--- config.mk ---
export PLATFORM = sky130hd
export DESIGN_NAME = prog_updown_counter_p
export DESIGN_NICKNAME = d
export VERILOG_FILES = /design/src/rtl/prog_updown_counter_p.sv
export SDC_FILE = /design/constraint.sdc
export NUM_CORES = 1
export LEC_CHECK = 0
export CORE_MARGIN = 5
export CORE_UTILIZATION = 56
export CTS_CLUSTER_SIZE = 40
export DETAILED_ROUTE_END_ITERATION = 6
export PLACE_DENSITY = 0.78
export SYNTH_ARGS = -nofsm -noshare
export SYNTH_HDL_FRONTEND = slang
export SYNTH_SLANG_ARGS = --single-unit
--- constraint.sdc ---
create_clock -name clk -period 10.8 [get_ports clk]
set_input_delay 2.16 -clock clk [delete_from_list [all_inputs] [get_ports clk]]
set_output_delay 2.16 -clock clk [all_outputs]
set_load 0.02 [all_outputs]
--- src/rtl/prog_updown_counter_p.sv ---
// Programmable up/down triangle counter with a chip-select register bus.
// Counts PLR -> ULR -> LLR -> PLR (or the mirrored order) for CCR cycles or continuously.
module prog_updown_counter_p #(
    parameter int WIDTH  = 8,
    parameter int CWIDTH = 8
) (
    input  logic             clk,
    input  logic             reset,
    input  logic             ncs,
    input  logic             nwr,
    input  logic             nrd,
    input  logic [2:0]       addr,
    input  logic [WIDTH-1:0] din,
    output logic [WIDTH-1:0] dout,
    output logic             dout_en,
    input  logic             start,
    input  logic             stop,
    output logic [WIDTH-1:0] cout,
    output logic             dir,
    output logic             err,
    output logic             ec,
    output logic             busy
);
    typedef enum logic [2:0] {
        IDLE      = 3'd0,
        UP_ULR    = 3'd1,
        DOWN_LLR  = 3'd2,
        UP_PLR    = 3'd3,
        DOWN_LLR0 = 3'd4,
        UP_ULR0   = 3'd5,
        DOWN_PLR  = 3'd6
    } state_t;

    state_t              r_state;
    logic [WIDTH-1:0]    r_plr, r_ulr, r_llr, r_cout, r_dout;
    logic [CWIDTH-1:0]   r_ccr, r_rem;
    logic [1:0]          r_ctrl;
    logic                r_dir, r_err, r_ec, r_busy, r_dout_en, r_start_d;

    state_t              w_state_nxt, w_first;
    logic [WIDTH-1:0]    w_cout_nxt, w_step, w_rdata;
    logic [CWIDTH-1:0]   w_rem_nxt;
    logic [3:0]          w_pre, w_post;
    logic                w_dir_nxt, w_ec_nxt, w_busy_nxt, w_up, w_end, w_start_edge;
    logic                w_wr, w_rd;

    function automatic logic [WIDTH-1:0] f_target(input state_t s);
        case (s)
            UP_ULR, UP_ULR0:     f_target = r_ulr;
            DOWN_LLR, DOWN_LLR0: f_target = r_llr;
            default:             f_target = r_plr;
        endcase
    endfunction

    function automatic state_t f_next(input state_t s);
        case (s)
            UP_ULR:    f_next = DOWN_LLR;
            DOWN_LLR:  f_next = UP_PLR;
            DOWN_LLR0: f_next = UP_ULR0;
            UP_ULR0:   f_next = DOWN_PLR;
            default:   f_next = s;
        endcase
    endfunction

    function automatic logic f_is_up(input state_t s);
        f_is_up = (s == UP_ULR) || (s == UP_PLR) || (s == UP_ULR0);
    endfunction

    // Walks past phases whose target is already reached; bit 3 flags a closed cycle.
    function automatic logic [3:0] f_resolve(input state_t s, input logic [WIDTH-1:0] v);
        state_t p;
        logic   e;
        p = s;
        e = 1'b0;
        for (int k = 0; k < 3; k++) begin
            if (!e && (p != IDLE) && (v == f_target(p))) begin
                if ((p == UP_PLR) || (p == DOWN_PLR)) e = 1'b1;
                else p = f_next(p);
            end else begin
                e = e;
            end
        end
        f_resolve = {e, p};
    endfunction

    assign w_wr         = !ncs && !nwr;
    assign w_rd         = !ncs && !nrd && nwr;
    assign w_start_edge = start && !r_start_d;
    assign w_first      = r_ctrl[1] ? DOWN_LLR0 : UP_ULR;

    // Read-data multiplexer
    always_comb begin
        w_rdata = {WIDTH{1'b0}};
        case (addr)
            3'd0:    w_rdata = r_plr;
            3'd1:    w_rdata = r_ulr;
            3'd2:    w_rdata = r_llr;
            3'd3:    w_rdata = WIDTH'(r_ccr);
            3'd4:    w_rdata = {{(WIDTH-2){1'b0}}, r_ctrl};
            3'd5:    w_rdata = WIDTH'(r_rem);
            3'd6:    w_rdata = r_cout;
            default: w_rdata = {WIDTH{1'b0}};
        endcase
    end

    // Counter next-state: pre-resolve zero-length phases, step once, then detect cycle close
    always_comb begin
        w_state_nxt = r_state;
        w_cout_nxt  = r_cout;
        w_rem_nxt   = r_rem;
        w_dir_nxt   = 1'b0;
        w_ec_nxt    = 1'b0;
        w_busy_nxt  = r_busy;
        w_pre       = f_resolve(r_state, r_cout);
        w_up        = f_is_up(state_t'(w_pre[2:0]));
        w_step      = w_up ? (r_cout + WIDTH'(1)) : (r_cout - WIDTH'(1));
        w_post      = f_resolve(state_t'(w_pre[2:0]), w_step);
        w_end       = w_pre[3] || w_post[3];
        case (r_state)
            IDLE: begin
                if (w_start_edge && !r_err) begin
                    if ((r_ccr == {CWIDTH{1'b0}}) && !r_ctrl[0]) begin
                        w_ec_nxt = 1'b1;
                    end else begin
                        w_state_nxt = w_first;
                        w_cout_nxt  = r_plr;
                        w_rem_nxt   = r_ccr;
                        w_busy_nxt  = 1'b1;
                    end
                end else begin
                    w_busy_nxt = 1'b0;
                end
            end
            default: begin
                if (stop) begin
                    w_state_nxt = IDLE;
                    w_busy_nxt  = 1'b0;
                end else begin
                    if (w_pre[3]) begin
                        w_dir_nxt = r_dir;
                    end else begin
                        w_cout_nxt = w_step;
                        w_dir_nxt  = w_up;
                    end
                    w_state_nxt = w_end ? w_first : state_t'(w_post[2:0]);
                    if (w_end && !r_ctrl[0]) begin
                        w_rem_nxt = r_rem - CWIDTH'(1);
                        if (r_rem == CWIDTH'(1)) begin
                            w_ec_nxt    = 1'b1;
                            w_busy_nxt  = 1'b0;
                            w_state_nxt = IDLE;
                        end else begin
                            w_ec_nxt = 1'b0;
                        end
                    end else begin
                        w_rem_nxt = r_rem;
                    end
                end
            end
        endcase
    end

    // State, configuration, bus and status registers
    always_ff @(posedge clk) begin
        if (!reset) begin
            r_state   <= IDLE;
            r_plr     <= WIDTH'(1);
            r_ulr     <= {WIDTH{1'b1}};
            r_llr     <= {WIDTH{1'b0}};
            r_ccr     <= {CWIDTH{1'b0}};
            r_ctrl    <= 2'b00;
            r_rem     <= {CWIDTH{1'b0}};
            r_cout    <= {WIDTH{1'b0}};
            r_dir     <= 1'b0;
            r_ec      <= 1'b0;
            r_busy    <= 1'b0;
            r_err     <= 1'b0;
            r_dout    <= {WIDTH{1'b0}};
            r_dout_en <= 1'b0;
            r_start_d <= 1'b0;
        end else begin
            r_state   <= w_state_nxt;
            r_cout    <= w_cout_nxt;
            r_rem     <= w_rem_nxt;
            r_dir     <= w_dir_nxt;
            r_ec      <= w_ec_nxt;
            r_busy    <= w_busy_nxt;
            r_start_d <= start;
            r_err     <= (r_plr < r_llr) || (r_plr > r_ulr);
            if (w_wr && !r_busy) begin
                case (addr)
                    3'd0:    r_plr  <= din;
                    3'd1:    r_ulr  <= din;
                    3'd2:    r_llr  <= din;
                    3'd3:    r_ccr  <= CWIDTH'(din);
                    3'd4:    r_ctrl <= din[1:0];
                    default: r_ctrl <= r_ctrl;
                endcase
            end else begin
                r_ctrl <= r_ctrl;
            end
            r_dout_en <= w_rd;
            r_dout    <= w_rd ? w_rdata : r_dout;
        end
    end

    assign cout    = r_cout;
    assign dir     = r_dir;
    assign err     = r_err;
    assign ec      = r_ec;
    assign busy    = r_busy;
    assign dout    = r_dout;
    assign dout_en = r_dout_en;

endmodule

==> flow_metrics.env, run 1 <==
export IMPL_power_density_nw_per_um2=101
export IMPL_wl_met3_um=4740
export IMPL_place_hpwl_um=22800
export IMPL_yosysWarnings=0
export IMPL_path_delay_family="simple AND/OR/NAND/NOR gates"
export IMPL_end_kind="flop"
export IMPL_period_share=0.974
export IMPL_critPathMaxFanout=14
export IMPL_slowest_stage="or4_4"
export IMPL_synth_edf_count=0
export IMPL_seqCellArea_um2=1350
export IMPL_dr_wl_met2_um=13000
export IMPL_viasPerCell=7.41
export IMPL_cts_tree="yes"
export IMPL_final_antenna_net_count=0
export IMPL_ir_worst_vdd_mv=0.0979
export IMPL_drive_gt1_frac=0.159
export IMPL_max_freq_ghz=0.0950
export IMPL_vias=9462
export IMPL_syn_nets=1078
export IMPL_power_leakage_nw=3.52
export IMPL_first_pass_iters=7
export IMPL_grt_overflow=0
export IMPL_gp_congestion=1.09
export IMPL_multi_input_area_um2=5880
export IMPL_synth_top_area_share=0.178
export IMPL_finalHoldViolations=0
export IMPL_dp_slack_ns=-0.227
export IMPL_grt_pass1_vias=8656
export IMPL_worstHoldPathType="reg -> reg"
export IMPL_cp_common_cell="a21oi_1"
export IMPL_totalWireLength_um=31900
export IMPL_synthXorXnorAreaFrac=0.0221
export IMPL_async_flop_share=0
export IMPL_path_clk_slew_ns=0.06
export IMPL_crit_required_ns=10.99
export IMPL_synth_area_per_cell_um2=7.27
export IMPL_slew_headroom=0.227
export IMPL_yosys_top_cells_count="nor2_1, nand2_1, a21oi_1, dfxtp_1, o21ai_0"
export IMPL_synth_cells=1036
export IMPL_ioPinCount=39
export IMPL_synth_top_family_by_area="compound AO/OA/AOI/OAI gates"
export IMPL_worstSetupPathType="reg -> reg"
export IMPL_insertion_delay_ns=0.34
export IMPL_port_buffers=38
export IMPL_hold_buffers=0
export IMPL_mappedNetlistArea_um2=7530
export IMPL_grt_pass1_wl_um=48400
export IMPL_die_area_um2=15900
export IMPL_area_growth_pct=19.5
export IMPL_cts_htree_levels=3
export IMPL_synth_top_area_cell="dfxtp_1"
export IMPL_muxShareOfSynthArea=0.106
export IMPL_outcome="finished with violations"
export IMPL_yosys_top_cells_area="dfxtp_1, mux2i_1, nor2_1"
export IMPL_start_util=0.571
export IMPL_grt_max_degree=53
export IMPL_finalSetupViolCount=0
export IMPL_routedWlPerCell_um=25.0
export IMPL_ys_seq_elements=67
export IMPL_post_synth_fa_ha_maj_area_fraction=0.0422
export IMPL_slowest_delay_ns=0.60
export IMPL_cts_root_buf="clkbuf_16"
export IMPL_yosys_area_share_simple=0.259
export IMPL_grt_usage=0.381
export IMPL_die_h_um=126
export IMPL_dr_max_layer_used="met5"
export IMPL_drc=19
export IMPL_path_buf_inv=5
export IMPL_synth_distinct_cells=104
export IMPL_m1WireLength_um=11500
export IMPL_core_um2=13200
export IMPL_synth_compound_area_frac=0.327
export IMPL_antenna_found_initial=1
export IMPL_seq_area_frac_synth=0.178
export IMPL_numCtsBuffers=9
export IMPL_yosysMostFrequentCell="nor2_1"
export IMPL_crit_arrival_ns=10.71
export IMPL_fin_nets=1138
export IMPL_fill_cells=1100
export IMPL_ys_flop_type="dfxtp_1"
export IMPL_clk_path_buf_depth=2
export IMPL_period_minus_slack_ns=10.52
export IMPL_clock_sinks=67
export IMPL_violations="design-rule violations"
export IMPL_fin_worst_skew_ns=0.0103
export IMPL_die_w_um=126
export IMPL_initialDrtViolationCount=1742
export IMPL_crit_path_start_kind="flop"
export IMPL_insertedDiodeCount=0
export IMPL_fin_ws_ns=0.278
export IMPL_rows=42
export IMPL_tightestPinTransition_ns=1.16
export IMPL_totalPowerFinal_mw=0.905
export IMPL_maxCapViolCount=0
export IMPL_slew_violations=0
-- kinds of logic (layout without fill, tap and decap cells) --
logic type / Yosys count / after routing
flip-flops: 67 / 67
AND/OR/NAND/NOR: 378 / 378
adder cells (fa/ha/maj): 25 / 25
XOR/XNOR: 19 / 19
buffers and inverters: 121 / 186
AO/OA/AOI/OAI: 352 / 352
multiplexers: 74 / 74
-- final cells by class --
class | count | area share
Inverter | 45 | 0.0188
Clock buffer | 9 | 0.0250
Tap cell | 176 | 0.0245
Sequential cell | 67 | 0.150
Multi-Input combinational cell | 848 | 0.654
Clock inverter | 7 | 0.0118
Timing Repair Buffer | 125 | 0.116
-- worst register-to-register path: cells and delay by family, from the launching register on --
family                     cells  cell delay, ns
AOI/OAI and AO/OA             20            4.08
xor gates and xnor gates       2            0.38
adders and majority gates      1            0.43
buffers and inverters          5            0.75
DFF                            1            0.40
and+or+nand+nor               10            4.35
-- registers in the layout, summed over array words and instances, names as in the netlist --
signal and flops:
cout 8, r_llr 8, dir 1, r_rem 8
dout_en 1, r_ulr 8, dout 8, ec 1
r_start_d 1, err 1, busy 1, r_ccr 8
r_state 3, r_plr 8, r_ctrl 2
-- layout by cell type (no fill, tap or decap), drive strengths merged, types with 6 or more instances in the layout --
cell type      count
or4                7
o31ai             11
xnor2             15
nor3b              6
a31oi             15
buf               86
nand2             97
nor2             104
nor3              35
o21ai             61
o32ai              6
o22ai             19
a211oi            16
o2111ai            6
and2               9
clkbuf            10
dfxtp             67
a32oi              6
and3              10
nand4             12
inv               46
mux2              17
nand3             30
or3               18
a221oi            14
a22oi             24
nor2b              8
nor4              14
a21o               7
o211ai            24
o21a               7
a21oi             77
o31a               6
ha                23
clkdlybuf4s50     38
mux2i             54
-- routing by layer --
| metal | global-route usage | vias to the layer above |
|---|---|---|
| met5 | 0 | - |
| li1 | - | 4066 |
| met1 | 0.490 | 4254 |
| met4 | 0.242 | 2 |
| met3 | 0.102 | 268 |
| met2 | 0.565 | 872 |
-- worst paths after layout --
path | from | endpoint | slack [ns] | cells after the start
worst min register to register | dout[2] | dout[2] | 0.46 | 2
worst max register to register | r_state[1] | r_state[2] | 0.28 | 38
worst min-delay path | dout[2] | dout[2] | 0.46 | 2
worst max-delay path | r_state[1] | r_state[2] | 0.28 | 38
-- power by group --
part,leakage [nW],switching (mW),internal [mW],total [mW]
Clock,0.163,0.123,0.207,0.330
Combinational,2.81,0.195,0.121,0.316
Sequential,0.544,0.00721,0.252,0.259
Total,3.52,0.325,0.579,0.905
-- metrics by stage --
step,utilization,cells,TNS (ns),hold slack (ns),area (um^2)
finish,0.682,1277,0,0.456,8990
global route,0.682,1277,-0.177,0.485,8990
CTS,0.667,1272,0,0.458,8800
detailed placement,0.639,1255,-1.53,0.450,8430
global placement,0.639,1255,0,0.442,8430
floorplan,-,1036,0,0.467,7530
-- timing repair --
| action | 4_1_cts | 5_1_grt |
|---|---|---|
| pin swaps | 1 | 6 |
| endpoints found under the setup margin | 10 | 13 |
| cloned | 0 | 0 |
| buffers inserted | 1 | 5 |
| resized for setup | 5 | 30 |
Note: power is estimated with default switching activity, not from simulation.
==> inputs of run 2 (changes only) <==
CORE_UTILIZATION = 60   (was 56)
DONT_BUFFER_PORTS = 1   (was unset)
PLACE_DENSITY = 0.79   (was 0.78)
==> run 2 against run 1 <==
The flow still finishes with violations (design-rule violations). Routed wire length rose by 3.7%. Critical path depth unchanged. Critical endpoint is now r_rem[7]. Largest power group unchanged. Flip-flop and latch count is the same. Die area fell by 6.1%. Critical path type unchanged.
==> flow_metrics.env, run 2 (synthesized netlist as in run 1, its figures left out) <==
export IMPL_layout_commonest_cell="nor2_1"
export IMPL_grt_pass1_vias=8456
export IMPL_grt_pass1_wl_um=49600
export IMPL_slowest_delay_ns=0.59
export IMPL_cts_root_buf="clkbuf_16"
export IMPL_core_um2=12500
export IMPL_stdcell_count=1243
export IMPL_gp_congestion=1.07
export IMPL_fin_worst_skew_ns=0.00868
export IMPL_maxCapViolCount=0
export IMPL_worstHoldPathType="reg -> reg"
export IMPL_finalSetupViolCount=0
export IMPL_max_freq_ghz=0.0967
export IMPL_slowest_stage="or4b_4"
export IMPL_clk_path_buf_depth=2
export IMPL_totalWireLength_um=33100
export IMPL_tightestPinTransition_ns=1.03
export IMPL_rows=41
export IMPL_die_h_um=122
export IMPL_final_antenna_net_count=0
export IMPL_insertion_delay_ns=0.34
export IMPL_stdcell_area_um2=8640
export IMPL_cts_tree="yes"
export IMPL_layout_common_cells="nor2_1, nand2_1, buf_4"
export IMPL_seqCellArea_um2=1350
export IMPL_outcome="finished with violations"
export IMPL_violations="design-rule violations"
export IMPL_fin_nets=1107
export IMPL_path_clk_slew_ns=0.06
export IMPL_grt_usage=0.435
export IMPL_post_dp_cell_area_um2=8070
export IMPL_fin_util=0.693
export IMPL_die_w_um=122
export IMPL_fill_cells=1043
export IMPL_slew_headroom=0.309
export IMPL_finalHoldViolations=0
export IMPL_viasPerCell=7.40
export IMPL_fin_tns_setup_ns=0
export IMPL_drc=1
export IMPL_routedWlPerCell_um=26.6
export IMPL_grt_max_degree=52
export IMPL_end_kind="flop"
export IMPL_numCtsBuffers=9
export IMPL_area_growth_pct=14.7
export IMPL_multi_input_area_um2=5850
export IMPL_hold_buffers=0
export IMPL_cts_htree_levels=3
export IMPL_cp_common_cell="a21oi_2"
export IMPL_worstSetupPathType="reg -> reg"
export IMPL_grt_overflow=0
export IMPL_drive_gt1_frac=0.173
export IMPL_initialDrtViolationCount=1692
export IMPL_port_buffers=0
export IMPL_antenna_found_initial=0
export IMPL_clock_sinks=67
export IMPL_die_area_um2=14900
export IMPL_critPathMaxFanout=20
export IMPL_crit_arrival_ns=10.59
export IMPL_ioPinCount=39
export IMPL_crit_required_ns=11.05
export IMPL_totalPowerFinal_mw=0.896
export IMPL_slew_violations=0
export IMPL_period_minus_slack_ns=10.34
export IMPL_first_pass_iters=7
export IMPL_place_inst=1217
export IMPL_power_leakage_nw=3.41
export IMPL_place_hpwl_um=24000
export IMPL_ir_worst_vdd_mv=0.107
export IMPL_start_util=0.604
export IMPL_power_density_nw_per_um2=104
export IMPL_vias=9199
export IMPL_crit_path_start_kind="flop"
export IMPL_period_share=0.957
run 2: cell types whose count changed in the layout (fill, tap and decap cells not counted), sizes merged:
cell / previous run / this run
clkinvlp: 0 / 1
clkdlybuf4s50: 38 / 0
inv: 46 / 44
buf: 86 / 94
diode: 0 / 1
run 2: what timing repair did:
item                       CTS  global route
gates cloned                 0             0
pin swaps                    1             8
buffers inserted             1             8
gates resized for setup      4            28
setup endpoints to repair   10            13
run 2: metal layers:
layer  vias to the layer above  GRT usage  wire (um)
met1                      4187      0.559      12300
met2                       804      0.629      13400
met4                         0      0.267       2590
li1                       3998          -          -
met3                       210      0.141       4860
met5                         -          0          0
run 2: through the flow:
step                      setup slack (ns)  hold WS (ns)
after floorplan                     0.0315         0.467
after global placement              0.0270         0.498
after detailed placement            -0.305         0.500
after CTS                           0.0837         0.509
after global routing              -0.00192         0.545
final                                0.461         0.518
run 2: path summary, 6_finish.rpt:
check              from        to  slack [ns]  cells past startpoint
min reg2reg    r_rem[7]  r_rem[7]        0.52                      2
max          r_state[1]  r_rem[7]        0.46                     38
max reg2reg  r_state[1]  r_rem[7]        0.46                     38
min            r_rem[7]  r_rem[7]        0.52                      2
run 2: area by class of cell:
cell class | instances | share of cell area
Clock inverter | 6 | 0.0112
Sequential cell | 67 | 0.156
Timing Repair Buffer | 94 | 0.0830
Tap cell | 172 | 0.0249
Clock buffer | 10 | 0.0277
Multi-Input combinational cell | 848 | 0.677
Inverter | 45 | 0.0196
Antenna cell | 1 | 0.000290
run 2: power breakdown:
group	leakage (nW)	internal [mW]	switching [mW]
Clock	0.161	0.211	0.121
Sequential	0.544	0.252	0.00926
Combinational	2.71	0.115	0.187
run 2: critical path: cells and delay by family (launching register included):
family	cells	cell delay [ns]
simple gates	13	4.82
compound gates	20	3.76
buf+inv	3	0.57
flops	1	0.42
fa+ha+maj	1	0.38
xor+xnor	1	0.27
==> inputs of run 3 (changes only) <==
CTS_CLUSTER_SIZE = unset   (was 40)
HOLD_SLACK_MARGIN = 0.1   (was unset)
==> results of run 3 <==
Final layout, timing and power as in run 2 (identical DEF).
